**src/rtl/mem_pkg.sv**
```systemverilog
// mem_pkg: shared size codes, FSM encoding and alignment helper for the data memory path
package mem_pkg;
  localparam int WORD_BYTES = 4;
  localparam logic [1:0] SZ_BYTE = 2'b00;
  localparam logic [1:0] SZ_HALF = 2'b01;
  localparam logic [1:0] SZ_WORD = 2'b10;
  typedef enum logic [1:0] {ST_IDLE, ST_LD, ST_RD, ST_WR} state_t;
  function automatic logic misaligned(input logic [1:0] size, input logic [1:0] lo);
    return size == SZ_HALF ? lo[0] : size == SZ_WORD ? |lo : size != SZ_BYTE;
  endfunction
endpackage

```
**src/rtl/byte_lane_unit.sv**
```systemverilog
// byte_lane_unit: little-endian lane extraction/extension for loads and lane merge for stores
module byte_lane_unit
  import mem_pkg::*;
(
  input  logic [8*WORD_BYTES-1:0] ld_word,
  input  logic [1:0]              lane,
  input  logic [1:0]              size,
  input  logic                    sign,
  output logic [8*WORD_BYTES-1:0] ld_data,
  input  logic [8*WORD_BYTES-1:0] st_old,
  input  logic [8*WORD_BYTES-1:0] st_new,
  output logic [8*WORD_BYTES-1:0] st_word
);
  logic [4:0]  bsh;
  logic [4:0]  hsh;
  logic [7:0]  b;
  logic [15:0] h;
  logic [31:0] mask;
  logic [31:0] data;
  // byte shift places lane k at bit 8k; halfwords only ever sit at bit 0 or 16
  always_comb begin
    bsh = {lane, 3'b000};
    hsh = {lane[1], 4'b0000};
    b = 8'(ld_word >> bsh);
    h = lane[1] ? ld_word[31:16] : ld_word[15:0];
    ld_data = size == SZ_BYTE ? {{24{sign & b[7]}}, b} : size == SZ_HALF ? {{16{sign & h[15]}}, h} : ld_word;
    mask = size == SZ_BYTE ? 32'h0000_00ff << bsh : 32'h0000_ffff << hsh;
    data = size == SZ_BYTE ? {24'b0, st_new[7:0]} << bsh : {16'b0, st_new[15:0]} << hsh;
    st_word = size == SZ_WORD ? st_new : (st_old & ~mask) | (data & mask);
  end
endmodule

```
**src/rtl/data_mem_ctrl.sv**
```systemverilog
// data_mem_ctrl: load/store sequencer with read-modify-write for sub-word stores to a word RAM
module data_mem_ctrl
  import mem_pkg::*;
#(
  parameter int DATA_WIDTH = 32,
  parameter int ADDR_WIDTH = 6
) (
  input  logic                  i_clk,
  input  logic                  i_rst_n,
  input  logic                  i_req,
  input  logic                  i_we,
  input  logic [1:0]            i_size,
  input  logic                  i_sign,
  input  logic [ADDR_WIDTH+1:0] i_addr,
  input  logic [DATA_WIDTH-1:0] i_wdata,
  output logic [DATA_WIDTH-1:0] o_rdata,
  output logic                  o_done,
  output logic                  o_misalign,
  output logic                  o_busy,
  output logic [ADDR_WIDTH-1:0] o_ram_addr,
  output logic [DATA_WIDTH-1:0] o_ram_wdata,
  output logic                  o_ram_we,
  input  logic [DATA_WIDTH-1:0] i_ram_rdata
);
  state_t                state, state_d;
  logic                  we_q, sign_q;
  logic [1:0]            size_q;
  logic [ADDR_WIDTH+1:0] addr_q;
  logic [DATA_WIDTH-1:0] wdata_q, merge_q, ld_data, st_word;
  logic                  acc, bad;
  byte_lane_unit u_lane (
    .ld_word(i_ram_rdata),
    .lane   (addr_q[1:0]),
    .size   (size_q),
    .sign   (sign_q),
    .ld_data(ld_data),
    .st_old (merge_q),
    .st_new (wdata_q),
    .st_word(st_word)
  );
  // next state: aligned requests leave IDLE, RD always feeds WR, LD/WR return to IDLE
  always_comb begin
    acc = state == ST_IDLE && i_req;
    bad = misaligned(i_size, i_addr[1:0]);
    state_d = acc && !bad ? (!i_we ? ST_LD : i_size == SZ_WORD ? ST_WR : ST_RD) : state == ST_RD ? ST_WR : ST_IDLE;
  end
  // state register; reset abandons any store in flight
  always_ff @(posedge i_clk or negedge i_rst_n)
    if (!i_rst_n) state <= ST_IDLE;
    else state <= state_d;
  // request latches, merge register and registered completion outputs
  always_ff @(posedge i_clk or negedge i_rst_n)
    if (!i_rst_n) begin
      we_q <= 1'b0;
      sign_q <= 1'b0;
      size_q <= 2'b00;
      addr_q <= '0;
      wdata_q <= '0;
      merge_q <= '0;
      o_rdata <= '0;
      o_done <= 1'b0;
      o_misalign <= 1'b0;
    end else begin
      o_done <= (acc && bad) || state == ST_LD || state == ST_WR;
      o_misalign <= acc && bad;
      if (acc) begin
        we_q <= i_we;
        sign_q <= i_sign;
        size_q <= i_size;
        addr_q <= i_addr;
        wdata_q <= i_wdata;
      end
      if (state == ST_LD) o_rdata <= ld_data;
      if (state == ST_RD) merge_q <= i_ram_rdata;
    end
  // RAM side is decoded straight from state and latches
  always_comb begin
    o_busy = state != ST_IDLE;
    o_ram_we = state == ST_WR && we_q;
    o_ram_addr = addr_q[ADDR_WIDTH+1:2];
    o_ram_wdata = st_word;
  end
endmodule

```
**config.mk**
```make
export PLATFORM = sky130hd
export DESIGN_NAME = data_mem_ctrl
export DESIGN_NICKNAME = d
export VERILOG_FILES = /design/src/rtl/mem_pkg.sv /design/src/rtl/byte_lane_unit.sv /design/src/rtl/data_mem_ctrl.sv
export SDC_FILE = /design/constraint.sdc
export NUM_CORES = 1
export LEC_CHECK = 0
export BUFFER_PORTS_ARGS = -buffer_cell sky130_fd_sc_hd__buf_2
export CAP_MARGIN = 20
export CORE_ASPECT_RATIO = 2
export CORE_MARGIN = 2
export CORE_UTILIZATION = 48
export CTS_CLUSTER_SIZE = 20
export DETAILED_ROUTE_END_ITERATION = 8
export GPL_ROUTABILITY_DRIVEN = 0
export PLACE_DENSITY = 0.86
export SYNTH_ARGS = -nofsm -noshare
export SYNTH_HDL_FRONTEND = slang
export SYNTH_HIERARCHICAL = 1
export SYNTH_SLANG_ARGS = --single-unit
```
**constraint.sdc**
```tcl
create_clock -name i_clk -period 1.92 [get_ports i_clk]
set_input_delay 0.096 -clock i_clk [delete_from_list [all_inputs] [get_ports i_clk]]
set_output_delay 0.096 -clock i_clk [all_outputs]
set_load 0.005 [all_outputs]
```
# [After elaboration in Yosys (flattened, before gate mapping)]
# Cells that the tools add are included.
[op_classes] eq_ne=7 n_shift=5 n_mux=12 bitwise_logic=6 reduce_logical=12
[ops] op="$mux 32" count=5
[ops] op="$and 32x32->32" count=2
[ops] op="$not 32->32" count=1
[ops] op="$or 32x32->32" count=1
[ops] op="$shl 16x5->32" count=1
[ops] op="$shl 16x5->32 const A" count=1
[ops] op="$shl 8x5->32" count=1
[ops] op="$shl 8x5->32 const A" count=1
[ops] op="$shr 32x5->8" count=1
[ops] op="$mux 16" count=1
[ops] op="$eq 2x2->1 const B" count=4
[ops] op="$eq 2x1->1 const B" count=3
[ops] op="$mux 2" count=3
[ops] op="$logic_and 1x1->1" count=4
[ops] op="$logic_not 2->1" count=2
[ops] op="$reduce_bool 2->1" count=2
[ops] op="$mux 1" count=3
[ops] op="$and 1x1->1" count=2
[ops] op="$logic_or 1x1->1" count=2
[ops] op="$reduce_or 2->1" count=1
[ops] op="$logic_not 1->1" count=1
[word_totals] register_bits=112 inputBits=79

# [Longest topological paths before layout]
[depth] ltp_word=6 ltp_mapped=7 ltp_nobuf=5

# [Cells and area by module]
# The synthesis kept the hierarchy.
[modules_own_cells] mod="data_mem_ctrl" instances=1 cells_per_inst=254 area_each_um2=4408.0 seq_area_each_um2=2802.7
[modules_own_cells] mod="byte_lane_unit" instances=1 cells_per_inst=242 area_each_um2=1412.6 seq_area_each_um2=0.0

# [Least setup slack after synthesis]
# No wires, ideal clock.
[synth_path] path_kind="register to register" from="register addr_q[1]" to="register o_rdata[10]" setup_ns=0.125 arrival_time_ns=1.687 t_required_ns=1.795 setup_slack_ns=0.108 path_stages_with_launch=7 n_path_buf=1 period_less_slack_ns=1.812 cell_sequence="dfrtp_1 > mux2_1 > a22o_1 > and2_4 > buf_6 > a221o_1 > mux2_2"
[synth_via] elab_chain_len=3
[synth_rtl] item="start: declaration" line_no="data_mem_ctrl.sv:28" source="logic [ADDR_WIDTH+1:0] addr_q;"
[synth_rtl] item="start signal: assignment" line_no="data_mem_ctrl.sv:70" source="addr_q <= i_addr;"
[synth_rtl] item="$shr 32x5->8 or $mux 16 (tied branches)" line_no="byte_lane_unit.sv:24, byte_lane_unit.sv:25"
[synth_rtl] item="$and 1x1->1 or $mux 32 (tied branches)" line_no="byte_lane_unit.sv:26" source="ld_data = size == SZ_BYTE ? {{24{sign & b[7]}}, b} : size == SZ_HALF ? {{16{sign & h[15]}}, h} : ld_word;"
[synth_rtl] item="$mux 32 *" line_no="byte_lane_unit.sv:26"
[synth_rtl] item="named net ld_data[10]" line_no="data_mem_ctrl.sv:29" source="logic [DATA_WIDTH-1:0] wdata_q, merge_q, ld_data, st_word;"
[synth_rtl] item="end signal: assignment" line_no="data_mem_ctrl.sv:73" source="if (state == ST_LD) o_rdata <= ld_data;"
[synth_rtl] item="end: declaration" line_no="data_mem_ctrl.sv:16" source="output logic [DATA_WIDTH-1:0] o_rdata,"
# Mark *: on every way through the listed nets, which the timed path passes. The rest lies on a longest branch.
# A chain may end at the register's enable or synchronous reset.

# [Worst setup path after layout]
[layout_path] from="register size_q[1]" to="output port o_ram_wdata[21]"
[layout_via] elab_chain_len=6
[layout_rtl] item="start: declaration" line_no="data_mem_ctrl.sv:27" source="logic [1:0] size_q;"
[layout_rtl] item="start signal: assignment" line_no="data_mem_ctrl.sv:69" source="size_q <= i_size;"
[layout_rtl] item="$logic_not 2->1" line_no="byte_lane_unit.sv:27, byte_lane_unit.sv:28"
[layout_rtl] item="$mux 32" line_no="byte_lane_unit.sv:27" source="mask = size == SZ_BYTE ? 32'h0000_00ff << bsh : 32'h0000_ffff << hsh;"
[layout_rtl] item="$not 32->32" line_no="byte_lane_unit.sv:29" source="st_word = size == SZ_WORD ? st_new : (st_old & ~mask) | (data & mask);"
[layout_rtl] item="$and 32x32->32" line_no="byte_lane_unit.sv:29"
[layout_rtl] item="$or 32x32->32" line_no="byte_lane_unit.sv:29"
[layout_rtl] item="$mux 32 *" line_no="byte_lane_unit.sv:29"
[layout_rtl] item="end: declaration" line_no="data_mem_ctrl.sv:21" source="output logic [DATA_WIDTH-1:0] o_ram_wdata,"
# Mark *: on every way between the ends. The rest lies on a longest branch, timed or not.

==> results.py <==
metrics = {
    "critical_path": {
        "arrival_ns": 1.94,
        "critPathKind": "reg -> out",
        "endpoint_kind": "output pin",
        "cp_max_fo": 8,
        "crit_required_ns": 1.82,
        "cp-start-kind": "register",
    },
    "global_route": {
        "grt_max_degree": 49,
        "grt_pass1_vias": 5303,
        "grt_use_total_pct": 28.9,
        "gr-total-overflow": 0,
        "grt_first_pass_wirelength_um": 28300,
        "antenna_found_initial": 2,
    },
    "power_and_ir_drop": {
        "p_per_area_mw_per_mm2": 1910,
        "netSwitchingFraction_pct": 39.5,
        "power.internal_mw": 9.17,
        "seqPwrFrac_pct": 30.6,
        "p_sw_mw": 5.98,
        "total_power_mw": 15.1,
        "power.share.clock_pct": 12.4,
        "max-vdd-ir-drop_uv": 833,
        "p_leak_nw": 3.68,
        "power_frac_comb_pct": 57.0,
    },
    "timing": {
        "rsz0062_at_grt": "yes",
        "slew_violations": 0,
        "setup_slack_ns": -0.113,
        "finClkSkew_ns": 0.00960,
        "min_period_ns": 2.03,
        "tns_ns": -0.374,
        "max_slew.worst_pin.slew_ns": 0.478,
        "post-route-period-util_pct": 106,
        "fmax_ghz": 0.492,
        "slew_headroom_pct": 68.2,
        "final_hold_viol_count": 0,
        "hold_ws_ns": 0.0139,
        "finalSetupViolCount": 12,
    },
    "place": {
        "dp_slack_ns": 0.0114,
        "detailed_place_hpwl_um": 13100,
        "dpl_cell_area_mm2": 0.00674,
        "io_buffers": 152,
    },
    "synthesis": {
        "yosys.area.top_type_share_pct": 48.2,
        "async_flop_share_pct": 100,
        "syn-mean-instance-area_um2": 11.7,
        "yosysWarnings": 6,
        "synth_cells": 496,
        "synth_common_cells": "112 x dfrtp_1, 76 x mux2_2, 53 x nand2_1, 39 x a21oi_1, 38 x mux2_4",
        "synth_edf_count": 0,
        "yosysMostFrequentCell": "dfrtp_1",
        "synth.area.top_cells": "dfrtp_1 48%, mux2_2 15%, mux2_4 9.8%",
        "syn_area_mm2": 0.00582,
        "synth_nets": 575,
        "seq_area_frac_synth_pct": 48.2,
        "synth_cell_type_count": 37,
        "synthFlopType": "dfrtp_1",
        "ys_ff_latch": 112,
        "synth.largest_area_cell": "dfrtp_1",
    },
    "clocking": {
        "clock_latency_ns": 0.36,
        "cts_buffers": 9,
        "clk_pin_slew_ns": 0.08,
        "htreeDepth": 3,
        "cts_buffer_depth": 2,
        "root_buffer": "clkbuf_16",
        "cts_tree": "yes",
        "clock-sinks": 112,
    },
    "routing": {
        "top_layer": "met4",
        "wl_met1_um": 6410,
        "routedWlPerCell_um": 22.3,
        "drc": 0,
        "vias": 5128,
        "wl_met3_um": 1240,
        "first_pass_iters": 6,
        "met2_length_um": 9750,
        "viasPerCell": 6.04,
        "detail-route-antenna-nets": 0,
        "totalWireLength_um": 18900,
        "drtIter0Drc": 398,
    },
    "layout": {
        "drive_above_1_share_pct": 53.1,
        "final_nets": 775,
        "area_growth_pct": 36.0,
        "design_area_mm2": 0.00791,
        "num-fill-cells": 823,
    },
    "floorplanning": {
        "fp.dieH_um": 160,
        "die_x_um": 81.9,
        "io_pins": 153,
        "start_util_pct": 49.4,
        "core_area_mm2": 0.0118,
        "row_count": 56,
        "dieArea_mm2": 0.0131,
    },
    "run": {
        "maxCapViolCount": 0,
    },
    "run_status": {
        "status": "finished, violations left",
        "violations": "negative setup slack",
    },
    "worst_hold_path": {
        "hold_path.class": "in -> reg",
    },
}
==> power groups by stage <==
stage | Sequential (mW) | Combinational, mW | Clock [mW]
after global routing | 4.75 | 9.20 | 1.99
after global placement | 4.49 | 6.87 | 0
after detailed placement | 4.55 | 7.10 | 0
after CTS | 4.52 | 7.76 | 1.90
final | 4.63 | 8.63 | 1.88
after floorplan | 4.18 | 4.88 | 0
==> final timing paths <==
path | startpoint | to | slack [ns] | cells past startpoint
worst max-delay path | size_q[1] | o_ram_wdata[21] | -0.11 | 5
worst min-delay path | i_ram_rdata[22] | merge_q[22] | 0.01 | 2
worst max register to register | addr_q[1] | o_rdata[9] | 0.02 | 5
worst min register to register | o_rdata[31] | o_rdata[31] | 0.51 | 1
max in group asynchronous | i_rst_n | addr_q[2] | 1.06 | 3
min in group asynchronous | i_rst_n | we_q | 0.23 | 2
==> cell type report <==
class | instances | area [um2] | share of cell area, %
multi-input combinational | 340 | 2980 | 37.6
timing repair buffer | 229 | 1620 | 20.5
tap | 145 | 181 | 2.29
inverter | 4 | 20.0 | 0.253
antenna | 3 | 7.51 | 0.0949
sequential | 112 | 2810 | 35.5
clock inverter | 7 | 73.8 | 0.933
clock buffer | 9 | 225 | 2.85
==> flip-flops by register name, summed over array words and instances, names as in the netlist <==
| signal | cells |
|---|---|
| addr_q | 8 |
| merge_q | 32 |
| o_done | 1 |
| o_misalign | 1 |
| o_rdata | 32 |
| sign_q | 1 |
| size_q | 2 |
| state | 2 |
| wdata_q | 32 |
| we_q | 1 |
==> worst max-delay path, stage by stage, from the launching register on <==
cell,delay [ns]
dfrtp_2,0.48
or2_4,0.33
o21ai_4,0.27
nand2_1,0.15
a21oi_2,0.20
buf_2,0.14
==> routing by layer <==
metal / track usage (%) / vias to the layer above
met4: 19.7 / 0
met1: 32.5 / 2461
met5: 0 / -
met3: 5.03 / 106
met2: 47.9 / 365
li1: - / 2196
==> placed cells by master, fill, tap and decap left out, drive strengths merged, types with 3 or more instances in the layout <==
cell type / Yosys / routed
nand3: 8 / 8
dlygate4sd3: 0 / 41
inv: 4 / 8
dfrtp: 112 / 112
clkinv: 0 / 3
nor2: 13 / 13
a31oi: 8 / 8
nor2b: 21 / 21
a22o: 10 / 10
mux2: 118 / 118
nand2: 53 / 53
or2: 2 / 3
a21oi: 41 / 41
clkbuf: 14 / 9
buf: 27 / 187
a221o: 25 / 25
o21ai: 28 / 28
diode: 0 / 3
==> through the flow <==
step                util [%]  cells
detailed placement      57.2    772
floorplan                  -    496
CTS                     64.9    838
global placement        57.2    772
global route            67.2    848
finish                  67.2    849
==> what timing repair did <==
action                     CTS  global route
hold endpoints to repair    72             0
hold buffers                41             0
setup buffers                8             7
gates resized for setup     22            44
pin swaps                    3            10
setup endpoints to repair   32            39
cloned                       1             1
==> kinds of logic after synthesis <==
family / Yosys count / synth area share, %
buffers and inverters: 45 / 4.73
and+or+nand+nor: 103 / 8.19
muxes: 118 / 25.3
AOI/OAI and AO/OA: 118 / 13.7
DFF: 112 / 48.2
Note: power is estimated with default switching activity, not from simulation.
